$ cat config.mk
export PLATFORM = sky130hd
export DESIGN_NAME = conv_apb_master
export DESIGN_NICKNAME = d
export VERILOG_FILES = /design/src/rtl/conv_pkg.sv /design/src/rtl/conv_apb_master.sv
export SDC_FILE = /design/constraint.sdc
export NUM_CORES = 1
export LEC_CHECK = 0
export BUFFER_PORTS_ARGS = -buffer_cell sky130_fd_sc_hd__buf_2
export CAP_MARGIN = 40
export CORE_MARGIN = 10
export CORE_UTILIZATION = 42
export CTS_CLUSTER_SIZE = 16
export DETAILED_ROUTE_END_ITERATION = 10
export GPL_ROUTABILITY_DRIVEN = 0
export PLACE_DENSITY = 0.78
export SYNTH_ARGS = -nofsm -noshare
export SYNTH_HDL_FRONTEND = slang
export SYNTH_SLANG_ARGS = --single-unit
$ cat constraint.sdc
create_clock -name clk_i -period 2.4 [get_ports clk_i]
set_clock_uncertainty 0.1 [all_clocks]
set_input_delay 0.48 -clock clk_i [delete_from_list [all_inputs] [get_ports clk_i]]
set_output_delay 0.48 -clock clk_i [all_outputs]
set_load 0.05 [all_outputs]
$ cat src/rtl/conv_pkg.sv
// Shared definitions for the command-to-APB master.
// Holds the FSM state encoding and the APB phase constants. A phase is the
// {psel, penable} pair the master drives while in a given state, so the FSM
// sets both wires with one assignment and never drives a combination that
// APB does not allow.
package conv_pkg;

  // Master FSM states: wait for a command, APB setup, APB access, hold the response
  typedef enum logic [1:0] {
    ST_IDLE   = 2'd0,
    ST_SETUP  = 2'd1,
    ST_ACCESS = 2'd2,
    ST_RESP   = 2'd3
  } state_e;

  typedef struct packed {
    logic psel;
    logic penable;
  } apb_phase_t;

  localparam apb_phase_t PHASE_IDLE   = '{psel: 1'b0, penable: 1'b0};
  localparam apb_phase_t PHASE_SETUP  = '{psel: 1'b1, penable: 1'b0};
  localparam apb_phase_t PHASE_ACCESS = '{psel: 1'b1, penable: 1'b1};

endpackage

$ cat src/rtl/conv_apb_master.sv
// Command-to-APB master with completer timeout.
// A command (write flag, address, write data) is accepted with a valid/ready
// handshake. The master runs one APB transfer and returns a response
// (read data, error, timeout) that it holds until a second valid/ready
// handshake consumes it.
//
// Ports
//   clk_i, reset_i        single rising-edge clock, synchronous active-high reset
//   cmd_valid_i/ready_o   command handshake
//   cmd_write_i           1 = write, 0 = read
//   cmd_addr_i            target address (ADDR_WIDTH bits)
//   cmd_wdata_i           write data, ignored for reads
//   rsp_valid_o/ready_i   response handshake
//   rsp_rdata_o           read data, 0 for writes and timeouts
//   rsp_err_o             PSLVERR from the completer, or timeout
//   rsp_timeout_o         transfer aborted because PREADY never came
//   paddr_o, pwrite_o, pwdata_o, psel_o, penable_o   APB request
//   prdata_i, pready_i, pslverr_i                    APB completer response
//
// Every output comes straight from a flop, so no input reaches an output
// through combinational logic.
module conv_apb_master
  import conv_pkg::*;
#(
  parameter int unsigned TIMEOUT_CYCLES = 256,
  parameter int unsigned ADDR_WIDTH     = 32
) (
  input  logic                  clk_i,
  input  logic                  reset_i,
  input  logic                  cmd_valid_i,
  output logic                  cmd_ready_o,
  input  logic                  cmd_write_i,
  input  logic [ADDR_WIDTH-1:0] cmd_addr_i,
  input  logic [31:0]           cmd_wdata_i,
  output logic                  rsp_valid_o,
  input  logic                  rsp_ready_i,
  output logic [31:0]           rsp_rdata_o,
  output logic                  rsp_err_o,
  output logic                  rsp_timeout_o,
  output logic [ADDR_WIDTH-1:0] paddr_o,
  output logic                  pwrite_o,
  output logic [31:0]           pwdata_o,
  output logic                  psel_o,
  output logic                  penable_o,
  input  logic [31:0]           prdata_i,
  input  logic                  pready_i,
  input  logic                  pslverr_i
);

  // The wait counter only has to reach TIMEOUT_CYCLES-1, so it is sized from that value
  localparam int unsigned WAIT_W = (TIMEOUT_CYCLES > 2) ? $clog2(TIMEOUT_CYCLES) : 1;
  localparam logic [WAIT_W-1:0] WAIT_LAST = WAIT_W'(TIMEOUT_CYCLES - 1);

  state_e                  state_q;
  apb_phase_t              phase_q;
  logic [WAIT_W-1:0]       wait_q;
  logic                    cmd_ready_q;
  logic [ADDR_WIDTH-1:0]   paddr_q;
  logic                    pwrite_q;
  logic [31:0]             pwdata_q;
  logic                    rsp_valid_q;
  logic [31:0]             rsp_rdata_q;
  logic                    rsp_err_q;
  logic                    rsp_timeout_q;

  // FSM with registered outputs. cmd_ready_q is raised one cycle before the
  // FSM can accept, so it is low during reset and rises in the first cycle
  // after release. The response handshake also raises it, which lets a new
  // command be taken in the cycle right after the response is consumed.
  // That gives one transfer every four cycles. In ACCESS, PREADY is tested
  // before the timeout threshold, so a completer that answers on the last
  // allowed cycle still gets a normal completion.
  always_ff @(posedge clk_i) begin
    if (reset_i) begin
      state_q       <= ST_IDLE;
      phase_q       <= PHASE_IDLE;
      wait_q        <= '0;
      cmd_ready_q   <= 1'b0;
      paddr_q       <= '0;
      pwrite_q      <= 1'b0;
      pwdata_q      <= '0;
      rsp_valid_q   <= 1'b0;
      rsp_rdata_q   <= '0;
      rsp_err_q     <= 1'b0;
      rsp_timeout_q <= 1'b0;
    end else begin
      case (state_q)
        ST_IDLE: begin
          if (cmd_valid_i && cmd_ready_q) begin
            paddr_q     <= cmd_addr_i;
            pwrite_q    <= cmd_write_i;
            pwdata_q    <= cmd_wdata_i;
            cmd_ready_q <= 1'b0;
            phase_q     <= PHASE_SETUP;
            state_q     <= ST_SETUP;
          end else begin
            cmd_ready_q <= 1'b1;
          end
        end
        ST_SETUP: begin
          phase_q <= PHASE_ACCESS;
          wait_q  <= '0;
          state_q <= ST_ACCESS;
        end
        ST_ACCESS: begin
          if (pready_i) begin
            rsp_rdata_q   <= pwrite_q ? 32'd0 : prdata_i;
            rsp_err_q     <= pslverr_i;
            rsp_timeout_q <= 1'b0;
            rsp_valid_q   <= 1'b1;
            phase_q       <= PHASE_IDLE;
            state_q       <= ST_RESP;
          end else if (wait_q == WAIT_LAST) begin
            rsp_rdata_q   <= 32'd0;
            rsp_err_q     <= 1'b1;
            rsp_timeout_q <= 1'b1;
            rsp_valid_q   <= 1'b1;
            phase_q       <= PHASE_IDLE;
            state_q       <= ST_RESP;
          end else begin
            wait_q <= wait_q + WAIT_W'(1);
          end
        end
        ST_RESP: begin
          if (rsp_ready_i) begin
            rsp_valid_q <= 1'b0;
            cmd_ready_q <= 1'b1;
            state_q     <= ST_IDLE;
          end
        end
        default: begin
          state_q <= ST_IDLE;
          phase_q <= PHASE_IDLE;
        end
      endcase
    end
  end

  assign cmd_ready_o   = cmd_ready_q;
  assign rsp_valid_o   = rsp_valid_q;
  assign rsp_rdata_o   = rsp_rdata_q;
  assign rsp_err_o     = rsp_err_q;
  assign rsp_timeout_o = rsp_timeout_q;
  assign paddr_o       = paddr_q;
  assign pwrite_o      = pwrite_q;
  assign pwdata_o      = pwdata_q;
  assign psel_o        = phase_q.psel;
  assign penable_o     = phase_q.penable;

endmodule

* Yosys cells after proc, flatten, opt, wreduce, memory -nomap -nowiden
Index checks and enable logic that the tools add are counted.
Widths: inputs -> output; s select.
** Cells by class
- Bitwise gates (word level) :: 0
- Multiplexer cells :: 24
- Add/subtract/negate cells :: 1
- Div/mod/pow operators :: 0
- Shift operators :: 0
- $mul :: 0
- Reductions and logical operators :: 14
- Eq/ne operators :: 9
- Magnitude comparators :: 0
** Operators by type and width (number)
- $mux 32 :: 3
- $mux 8 :: 2
- $pmux 8 s2 :: 1
- $mux 2 :: 7
- $reduce_and 3->1 :: 4
- $add 8x1->8 const B :: 1
- $eq 8x8->1 const B :: 1
- $ne 2x2->1 const B :: 4
- $pmux 2 s4 :: 1
- $reduce_bool 2->1 :: 4
- $mux 1 :: 7
- $pmux 2 s3 :: 1
- $reduce_and 2->1 :: 3
- $eq 2x2->1 const B :: 2
- $pmux 1 s2 :: 2
- $ne 3x3->1 const B :: 1
- $reduce_bool 3->1 :: 1
- $eq 2x1->1 const B :: 1
- $logic_not 2->1 :: 1
- $logic_and 1x1->1 :: 1
** Word-level totals
- Latch bits :: 0
- Memory bits (read-only) :: 0
- Memories :: 0
- Logic and storage cells :: 60
- RAM bits :: 0
- Flip-flop bits (word level) :: 113

* Longest topological paths before layout
Gate-level depths: netlist of run 1.
- Word-level depth :: 4
- Depth in mapped cells :: 7
- Depth with buffers taken out :: 6

* Least setup slack after synthesis of run 1
Ideal clock, no wire load.
- Path type :: register to register
- From :: register cmd_ready_q (netlist: cmd_ready_o)
- To :: register pwdata_q[10] (netlist: pwdata_o[10])
- Clock period less this slack :: 1.624 ns
- Stages on the path, launching flop included :: 6
- Setup slack :: 0.776 ns
- Data required time :: 2.168 ns
- Setup time :: 0.132 ns
- Arrival :: 1.392 ns
- Path through :: dfxtp_1 > nand3_1 > buf_2 > buf_2 > nand2_1 > a21oi_1
** Between the ends
- Word-level cells in the longest chain between the ends :: 2
** Ends and longest elaborated chain
- from (decl) :: line conv_apb_master.sv:57 : logic cmd_ready_q;
- from (signal assigned) :: line conv_apb_master.sv:78 : cmd_ready_q <= 1'b0;
- from (signal assigned) :: line conv_apb_master.sv:93 : cmd_ready_q <= 1'b0;
- from (signal assigned) :: line conv_apb_master.sv:97 : cmd_ready_q <= 1'b1;
- $logic_and 1x1->1 :: line conv_apb_master.sv:89 : if (cmd_valid_i && cmd_ready_q) begin
- $reduce_and 2->1 (no line)
- to (signal assigned) :: line conv_apb_master.sv:92 : pwdata_q <= cmd_wdata_i;
- to (decl) :: line conv_apb_master.sv:60 : logic [31:0] pwdata_q;
No other way between the ends.
A chain may end at the register's enable or synchronous reset.

* Final worst setup path of run 1
- From :: register wait_q[0]
- To :: register rsp_rdata_q[23] (netlist: rsp_rdata_o[23])
** Between the ends
- Word-level cells in the longest chain between the ends :: 3
** Ends and longest elaborated chain
- from (decl) :: line conv_apb_master.sv:56 : logic [WAIT_W-1:0] wait_q;
- from (signal assigned) :: line conv_apb_master.sv:121 : wait_q <= wait_q + WAIT_W'(1);
- $eq 8x8->1 :: line conv_apb_master.sv:113 : end else if (wait_q == WAIT_LAST) begin
- $reduce_bool 2->1 (no line)
- $reduce_and 2->1 (no line)
- to (signal assigned) :: line conv_apb_master.sv:107 : rsp_rdata_q <= pwrite_q ? 32'd0 : prdata_i;
- to (decl) :: line conv_apb_master.sv:62 : logic [31:0] rsp_rdata_q;
No other way between the ends.

==> flow_summary.toml, run 1 <==
[cts]
htreeDepth = 4
cts.sinks = 113
hold_buffers = 0
cts_setup_buffers = 0
clock_latency_ns = 0.50
cts_tree = "done"
cts-root-buf = "clkbuf_8"
clk_path_buf_depth = 2
cts_resized = 0
clkTransAtPathRegs_ns = 0.06
cts_buffers = 17

[cells_and_area]
seq_area_mm2 = 0.00226
multi_input_area_mm2 = 0.00172
fin_nets = 770
syn_to_final_growth_pct = 42.9
stdcell_area_mm2 = 0.00594
drive_above_1_share_pct = 38.8
antenna_cells = 0
fill_cells = 807

[timing]
fmax_ghz = 0.461
slew_violations = 0
fin_setup_tns_ns = 0
setup_viol = 0
hold_violations = 0
relSlewSlack_pct = 57.5
post-route-min-period_ns = 2.17
rsz0062_at_grt = "false"
hold_ws_ns = 0.102
fin_crit_sh_pct = 90.5
worstMarginPinSlew_ns = 0.637

[worst_setup_path]
path_class = "reg2reg"
worstSetupPathDepth = 6
r2r_end = "rsp_rdata_o[23]"
worst_r2r_startpoint = "wait_q[0]"
cp_max_fo = 19
startpoint_type = "register"
crit_start = "wait_q[0]"
r2r_cells = 6
critPathCapture = "rsp_rdata_o[23]"
cp-end-kind = "register"
worstPathArrival_ns = 2.45
crit_chain = "ha_1 -> nand3_2 -> o21ai_4 -> a21oi_2 -> buf_8 -> a22o_1"
critPathBufInv = 1
cp_top_family = "compound AO/OA/AOI/OAI gates"
worstPathRequired_ns = 2.68
rrSetupSlack_ns = 0.23
cp_slowest_cell = "dfxtp_1"
critPathMaxStageDelay_ns = 0.41

[synth]
synth_top_area_cell = "dfxtp_1"
ys.flop_type = "dfxtp_1"
synth_top_family_by_area = "compound AO/OA/AOI/OAI gates"
synth_nets = 568
syn_avg_cell_area_um2 = 9.08
netlist.area_leader.share_pct = 54.4
synth_common_cells = "140 x nand2_1, 113 x dfxtp_1, 74 x a21oi_1, 32 x a22o_1, 13 x buf_2"
synth_warnings = 0
synthArstFlopShare_pct = 0
synthDistinctLibCells = 41
yosys.area_share.xor_xnor_pct = 0.421
synth-compound-area-share_pct = 20.5
synthCells = 458
yosysSeqAreaShare_pct = 54.4
ys_ff_latch = 113
synth.area.mux_share_pct = 0.241
synth-simple-area-share_pct = 17.8
synth_edf_count = 0
synthAdderAreaFrac_pct = 2.11
synth_area_mm2 = 0.00416
synthMostInstantiatedCell = "nand2_1"
ys_top_cells_by_area = "dfxtp_1 54%, nand2_1 13%, a21oi_1 8.9%"

[floorplanning]
core_mm2 = 0.00973
rows = 36
die-area_mm2 = 0.0143
die_h_um = 120
fp.dieW_um = 120
initial_core_util_pct = 42.7
io_pins = 206

[pwr]
combPwrFrac_pct = 30.2
peakVddDrop_mv = 0.563
leakage_uw = 0.00276
p_sw_share_pct = 35.6
switchingPower_uw = 2570
p_int_uw = 4650
power.density_mw_per_mm2 = 1210
clkPwrFrac_pct = 38.1
finalPower_uw = 7220
seqPwrFrac_pct = 31.7

[placement]
place_hpwl_mm = 9.20
placed_cell_area_mm2 = 0.00528
portBuffers = 205

[routing]
via_per_inst = 4.94
routedWlPerCell_um = 15.1
drc_errors = 0
wl_mm = 12.2
dr.pass1.iters = 5
via_count = 3978
drt_iter0_markers = 192
antenna_left = 0

[run_status]
run_status = "finished, final reports clean"

[global_route]
antenna_found_initial = 0
track_usage_pct = 16.5
gr-total-overflow = 0
grt_pass1_vias = 4021
grt_max_degree = 66
grt_pass1_wl_mm = 19.6

[min_path]
hold_path.startpoint = "prdata_i[10]"
hold_path_class = "in2reg"

[flow_run]
max_cap_viol_count = 0
cell families after synthesis:
logic type	Yosys count
muxes	1
adders and majority gates	7
DFF	113
xor gates and xnor gates	2
AOI/OAI and AO/OA	126
and+or+nand+nor	173
buffers and inverters	36
through the flow:
stage	util (%)	setup slack, ns	std cells
2_1_floorplan	-	0.776	458
3_3_place_gp	54.0	0.104	772
3_5_place_dp	54.3	0.265	774
4_1_cts	61.1	0.243	806
5_1_grt	61.1	0.0895	806
6_report	61.1	0.229	806
registers in the layout (all words and copies together), names as in the netlist, 2 cells and up:
register / cells
rsp_rdata_o: 32
state_q: 2
pwdata_o: 32
paddr_o: 32
wait_q: 8
power groups by stage:
stage	Clock (µW)	Combinational, µW	Sequential (µW)
finish	2750	2180	2290
detailed placement	0	2190	2330
global placement	0	2140	2310
global route	2890	2340	2330
CTS	2820	2190	2290
floorplan	0	816	3160
cells in the final DEF (no fill, tap or decap), drive strengths merged, types with 2 or more instances in the layout:
cell type	count
a211oi	4
a21oi	77
a22o	32
a41o	2
and3	5
buf	213
bufinv	5
clkbuf	23
clkinv	2
clkinvlp	2
dfxtp	113
ha	7
inv	6
nand2	140
nand2b	3
nand3	5
nor2	11
nor2b	2
nor3	2
o211ai	2
o21a	2
xor2	2
layout make-up:
| cell class | count | area share (%) |
|---|---|---|
| Sequential cell | 113 | 38.1 |
| Multi-Input combinational cell | 309 | 28.9 |
| Timing Repair Buffer | 213 | 18.7 |
| Clock buffer | 23 | 8.19 |
| Clock inverter | 9 | 2.95 |
| Tap cell | 133 | 2.80 |
| Inverter | 6 | 0.379 |
worst min-delay path by stage:
stage	slack [ns]	endpoint	cells past startpoint
2_1_floorplan	0.38	wait_q[5]	2
3_3_place_gp	0.34	paddr_o[25]	2
3_5_place_dp	0.34	paddr_o[5]	2
4_1_cts	0.07	rsp_rdata_o[13]	2
5_1_grt	0.08	rsp_rdata_o[12]	2
6_report	0.10	rsp_rdata_o[10]	2
metal layers:
metal  vias to the layer above  routed length [µm]  track usage (%)
met3                         9                1650             9.80
met1                      1807                5060             19.2
met4                         0                 119             6.49
met5                         -                   0                0
met2                       196                5360             24.4
li1                       1966                   -                -
No activity file was read; power rests on OpenSTA's default activity.
==> run 2, diff against run 1 <==
PLACE_DENSITY = 0.76   (was 0.78)
==> run 2 against run 1 <==
  * Via count increased by 2.0%
  * Routed wire length up 7.7%
  * Total power is 1.3% lower
  * Global-route usage rose by 1.4 points
  * Register-to-register slack improved by 0.02 ns
  * Combinational power increased by 2%
  * Design area shrank 0.51%
  * Critical endpoint is now rsp_rdata_o[3]
  * Largest cell class unchanged
  * Largest power group unchanged
==> flow_summary.toml, run 2 (same netlist as run 1, synthesis figures left out) <==
[timing]
worstMarginPinSlew_ns = 0.816
post-route-min-period_ns = 2.15
rsz0062_at_grt = "false"
slew_violations = 0
relSlewSlack_pct = 45.6
fin_crit_sh_pct = 89.6
fmax_ghz = 0.465
fin_setup_tns_ns = 0
setup_viol = 0
hold_violations = 0

[pwr]
leakage_uw = 0.00275
peakVddDrop_mv = 0.552
power.density_mw_per_mm2 = 1200

[global_route]
grt_max_degree = 76
gr-total-overflow = 0
antenna_found_initial = 0
grt_pass1_vias = 4211
grt_pass1_wl_mm = 20.8
track_usage_pct = 18.0

[routing]
wl_met3_mm = 1.78
drt_iter0_markers = 282
routedWlPerCell_um = 16.3
met2WireLength_mm = 5.86
via_per_inst = 5.03
via_count = 4056
dr.max_layer_used = "met4"
drc_errors = 0
antenna_left = 0
drt-met1-wl_mm = 5.30
wl_mm = 13.1
dr.pass1.iters = 4

[cells_and_area]
layout_commonest_cell = "buf_2"
antenna_cells = 0
syn_to_final_growth_pct = 42.2
fin_nets = 772
drive_above_1_share_pct = 38.9
layout_common_cells = "205 x buf_2, 140 x nand2_1, 113 x dfxtp_1"
stdcell_area_mm2 = 0.00591

[worst_setup_path]
cp-end-kind = "register"
worstPathRequired_ns = 2.76
crit_start = "state_q[0]"
cp_max_fo = 20
worst_r2r_startpoint = "state_q[0]"
r2r_cells = 7
worstPathArrival_ns = 2.51
r2r_end = "rsp_rdata_o[3]"
rrSetupSlack_ns = 0.25
startpoint_type = "register"
path_class = "reg2reg"

[min_path]
min_delay_path_depth = 2
hold_path_class = "in2reg"
hold-path-endpoint = "rsp_rdata_o[23]"
hold_path.startpoint = "prdata_i[23]"

[floorplanning]
io_pins = 206
initial_core_util_pct = 42.7
fp.dieW_um = 120
die-area_mm2 = 0.0143
rows = 36
core_mm2 = 0.00973
die_h_um = 120

[run_status]
run_status = "finished, final reports clean"

[flow_run]
max_cap_viol_count = 0

[cts]
clock_latency_ns = 0.52
cts_buffers = 17
cts_resized = 0
cts.sinks = 113
clk_path_buf_depth = 2
cts_tree = "done"
cts-root-buf = "clkbuf_8"
cts_setup_buffers = 0
hold_buffers = 0
htreeDepth = 4
clkTransAtPathRegs_ns = 0.06

[placement]
placed_cell_area_mm2 = 0.00530
portBuffers = 205
place_hpwl_mm = 9.44
## run 2: metrics by stage
stage | util [%] | setup WS (ns) | hold slack (ns) | power, µW | instances
after floorplan | - | 0.776 | 0.380 | 3980 | 458
after global placement | 54.1 | 0.127 | 0.338 | 4470 | 774
after detailed placement | 54.4 | 0.331 | 0.344 | 4550 | 776
after CTS | 60.8 | 0.269 | 0.0430 | 7190 | 807
after global routing | 60.8 | 0.138 | 0.0434 | 7450 | 807
final | 60.8 | 0.249 | 0.0722 | 7120 | 807
## run 2: report_power, final
group | switching, µW | internal (µW)
combinational | 1620 | 596
clock | 847 | 1750
sequential | 152 | 2140
## run 2: cell type report
type | instances | area, µm²
tap | 133 | 166
timing repair buffer | 215 | 1130
clock inverter | 10 | 158
inverter | 6 | 22.5
sequential | 113 | 2260
clock buffer | 21 | 459
fill | 821 | 3810
multi-input combinational | 309 | 1720
## run 2: worst max-delay path by stage
stage | to | cells past startpoint
after floorplan | pwdata_o[10] | 5
after global placement | rsp_rdata_o[11] | 6
after detailed placement | rsp_rdata_o[11] | 7
after CTS | rsp_rdata_o[12] | 7
after global routing | rsp_rdata_o[20] | 7
final | rsp_rdata_o[3] | 7
## run 2: critical path, stage by stage, from the launching register on
cell and delay [ns]:
dfxtp_1 0.34, inv_1 0.15, ha_1 0.25, nor2b_4 0.24
o21ai_4 0.09, a21oi_2 0.52, buf_8 0.25, a22o_1 0.14
## run 2: metal layers
metal,up-vias,global-route usage (%)
met4,0,7.47
met5,-,0
met1,1866,19.0
li1,1965,-
met3,17,12.1
met2,208,27.6
==> run 3, diff against run 2 <==
==> constraint.sdc (replaced) <==
create_clock -name clk_i -period 2.4 [get_ports clk_i]
set_clock_uncertainty 0.1 [all_clocks]
set_input_delay 0.36 -clock clk_i [delete_from_list [all_inputs] [get_ports clk_i]]
set_output_delay 0.36 -clock clk_i [all_outputs]
set_load 0.05 [all_outputs]
==> run 3 against run 2 <==
  * Worst hold slack worse by 0.034 ns
  * Critical path depth fell by 1
  * Flip-flop and latch count unchanged
  * Non-clock buffer count rose by 95
  * Register-to-register slack barely moved
  * Sequential share of layout area decreased by 5.2 points
  * Clock power down 3%
  * Setup slack improved by 0.0096 ns
  * Critical path type unchanged
  * Largest power group unchanged
==> flow_summary.toml, run 3 (same netlist as run 1, synthesis figures left out) <==
[run_status]
run_status = "finished, final reports clean"

[floorplanning]
rows = 36
die-area_mm2 = 0.0143
initial_core_util_pct = 42.7
core_mm2 = 0.00973
die_h_um = 120
io_pins = 206
fp.dieW_um = 120

[global_route]
grt_max_degree = 76
gr-total-overflow = 0
antenna_found_initial = 1
grt_pass1_vias = 4777
track_usage_pct = 21.2
grt_pass1_wl_mm = 24.8

[timing]
fin_setup_tns_ns = 0
setup_viol = 0
worstMarginPinSlew_ns = 0.818
rsz0062_at_grt = "false"
fin_crit_sh_pct = 89.2
fmax_ghz = 0.467
hold_violations = 0
relSlewSlack_pct = 45.4
hold_ws_ns = 0.0383
post-route-min-period_ns = 2.14
slew_violations = 0

[cts]
cts_resized = 0
clkTransAtPathRegs_ns = 0.06
cts-root-buf = "clkbuf_8"
htreeDepth = 4
cts_setup_buffers = 0
cts_buffers = 17
cts.sinks = 113
clock_latency_ns = 0.51
clk_path_buf_depth = 2
cts_tree = "done"

[worst_setup_path]
worstPathRequired_ns = 2.69
worstPathArrival_ns = 2.43
cp_max_fo = 20
crit_start = "wait_q[1]"
path_class = "reg2reg"
cp-end-kind = "register"
worst_r2r_startpoint = "wait_q[1]"
startpoint_type = "register"

[flow_run]
max_cap_viol_count = 0

[pwr]
finalPower_uw = 7160
combPwrFrac_pct = 32.8
seqPwrFrac_pct = 32.2
p_sw_share_pct = 36.9
p_int_uw = 4520
peakVddDrop_mv = 0.664
switchingPower_uw = 2640
clkPwrFrac_pct = 35.0
leakage_uw = 0.00314
power.density_mw_per_mm2 = 1050

[routing]
drc_errors = 0
dr.pass1.iters = 5
routedWlPerCell_um = 17.0
drt_iter0_markers = 359
via_per_inst = 5.10
antenna_left = 0
wl_mm = 15.4
via_count = 4603

[cells_and_area]
drive_above_1_share_pct = 33.5
utilization_pct = 70.4
fin_nets = 867
layout_commonest_cell = "buf_2"
fin_cells = 903
layout_common_cells = "205 x buf_2, 140 x nand2_1, 113 x dfxtp_1"
syn_to_final_growth_pct = 64.7

[placement]
portBuffers = 205
place_hpwl_mm = 9.29
dp.cells = 774

[min_path]
hold_path.startpoint = "pslverr_i"
hold_path_class = "in2reg"
run 3: cell types whose count changed in the layout (fill, tap and decap cells not counted), sizes merged:
cell / change
clkinv: -1
clkinvlp: -3
diode: +2
clkbuf: +4
buf: -2
dlygate4sd3: +97
bufinv: -1
run 3: critical path: stages (launching register included):
cell,delay [ns]
dfxtp_1,0.40
ha_1,0.32
nand3_2,0.17
o21ai_4,0.36
a21oi_2,0.24
buf_6,0.22
a22o_1,0.20
run 3: final timing paths:
path / depth (start not counted) / end / slack [ns]
setup / recovery: 6 / rsp_rdata_o[19] / 0.26
hold / removal: 3 / rsp_err_o / 0.04
setup reg to reg: 6 / rsp_rdata_o[19] / 0.26
hold reg to reg: 2 / pwdata_o[12] / 0.35
run 3: stage by stage:
step / setup WS, ns / instance area [µm²]
floorplan: 0.776 / 4160
global placement: 0.0900 / 5240
detailed placement: 0.308 / 5280
CTS: 0.288 / 6840
global route: 0.118 / 6850
finish: 0.259 / 6850
run 3: layer usage:
layer,vias to the layer above,GRT usage (%),part of all wire (%)
met5,-,0,0
met4,0,9.65,2.8
met3,32,10.5,13
met2,283,33.0,45
met1,2124,24.1,40
li1,2164,-,-
run 3: area by class of cell:
type | instances | area, µm²
Fill cell | 637 | 2880
Sequential cell | 113 | 2260
Timing Repair Buffer | 310 | 2080
Multi-Input combinational cell | 309 | 1720
Clock buffer | 25 | 494
Tap cell | 133 | 166
Clock inverter | 5 | 100
Inverter | 6 | 22.5
Antenna cell | 2 | 5.00
run 3: power by group through the flow:
stage / combinational, µW / sequential, µW / clock, µW
after floorplan: 816 / 3160 / 0
after global placement: 2140 / 2310 / 0
after detailed placement: 2190 / 2330 / 0
after CTS: 2320 / 2290 / 2550
after global routing: 2510 / 2340 / 2640
final: 2350 / 2300 / 2510
run 3: repair_timing:
| item | CTS | global route |
|---|---|---|
| hold buffers | 97 | 0 |
| endpoints found under the hold margin | 97 | 0 |
| setup endpoints to repair | 0 | 0 |
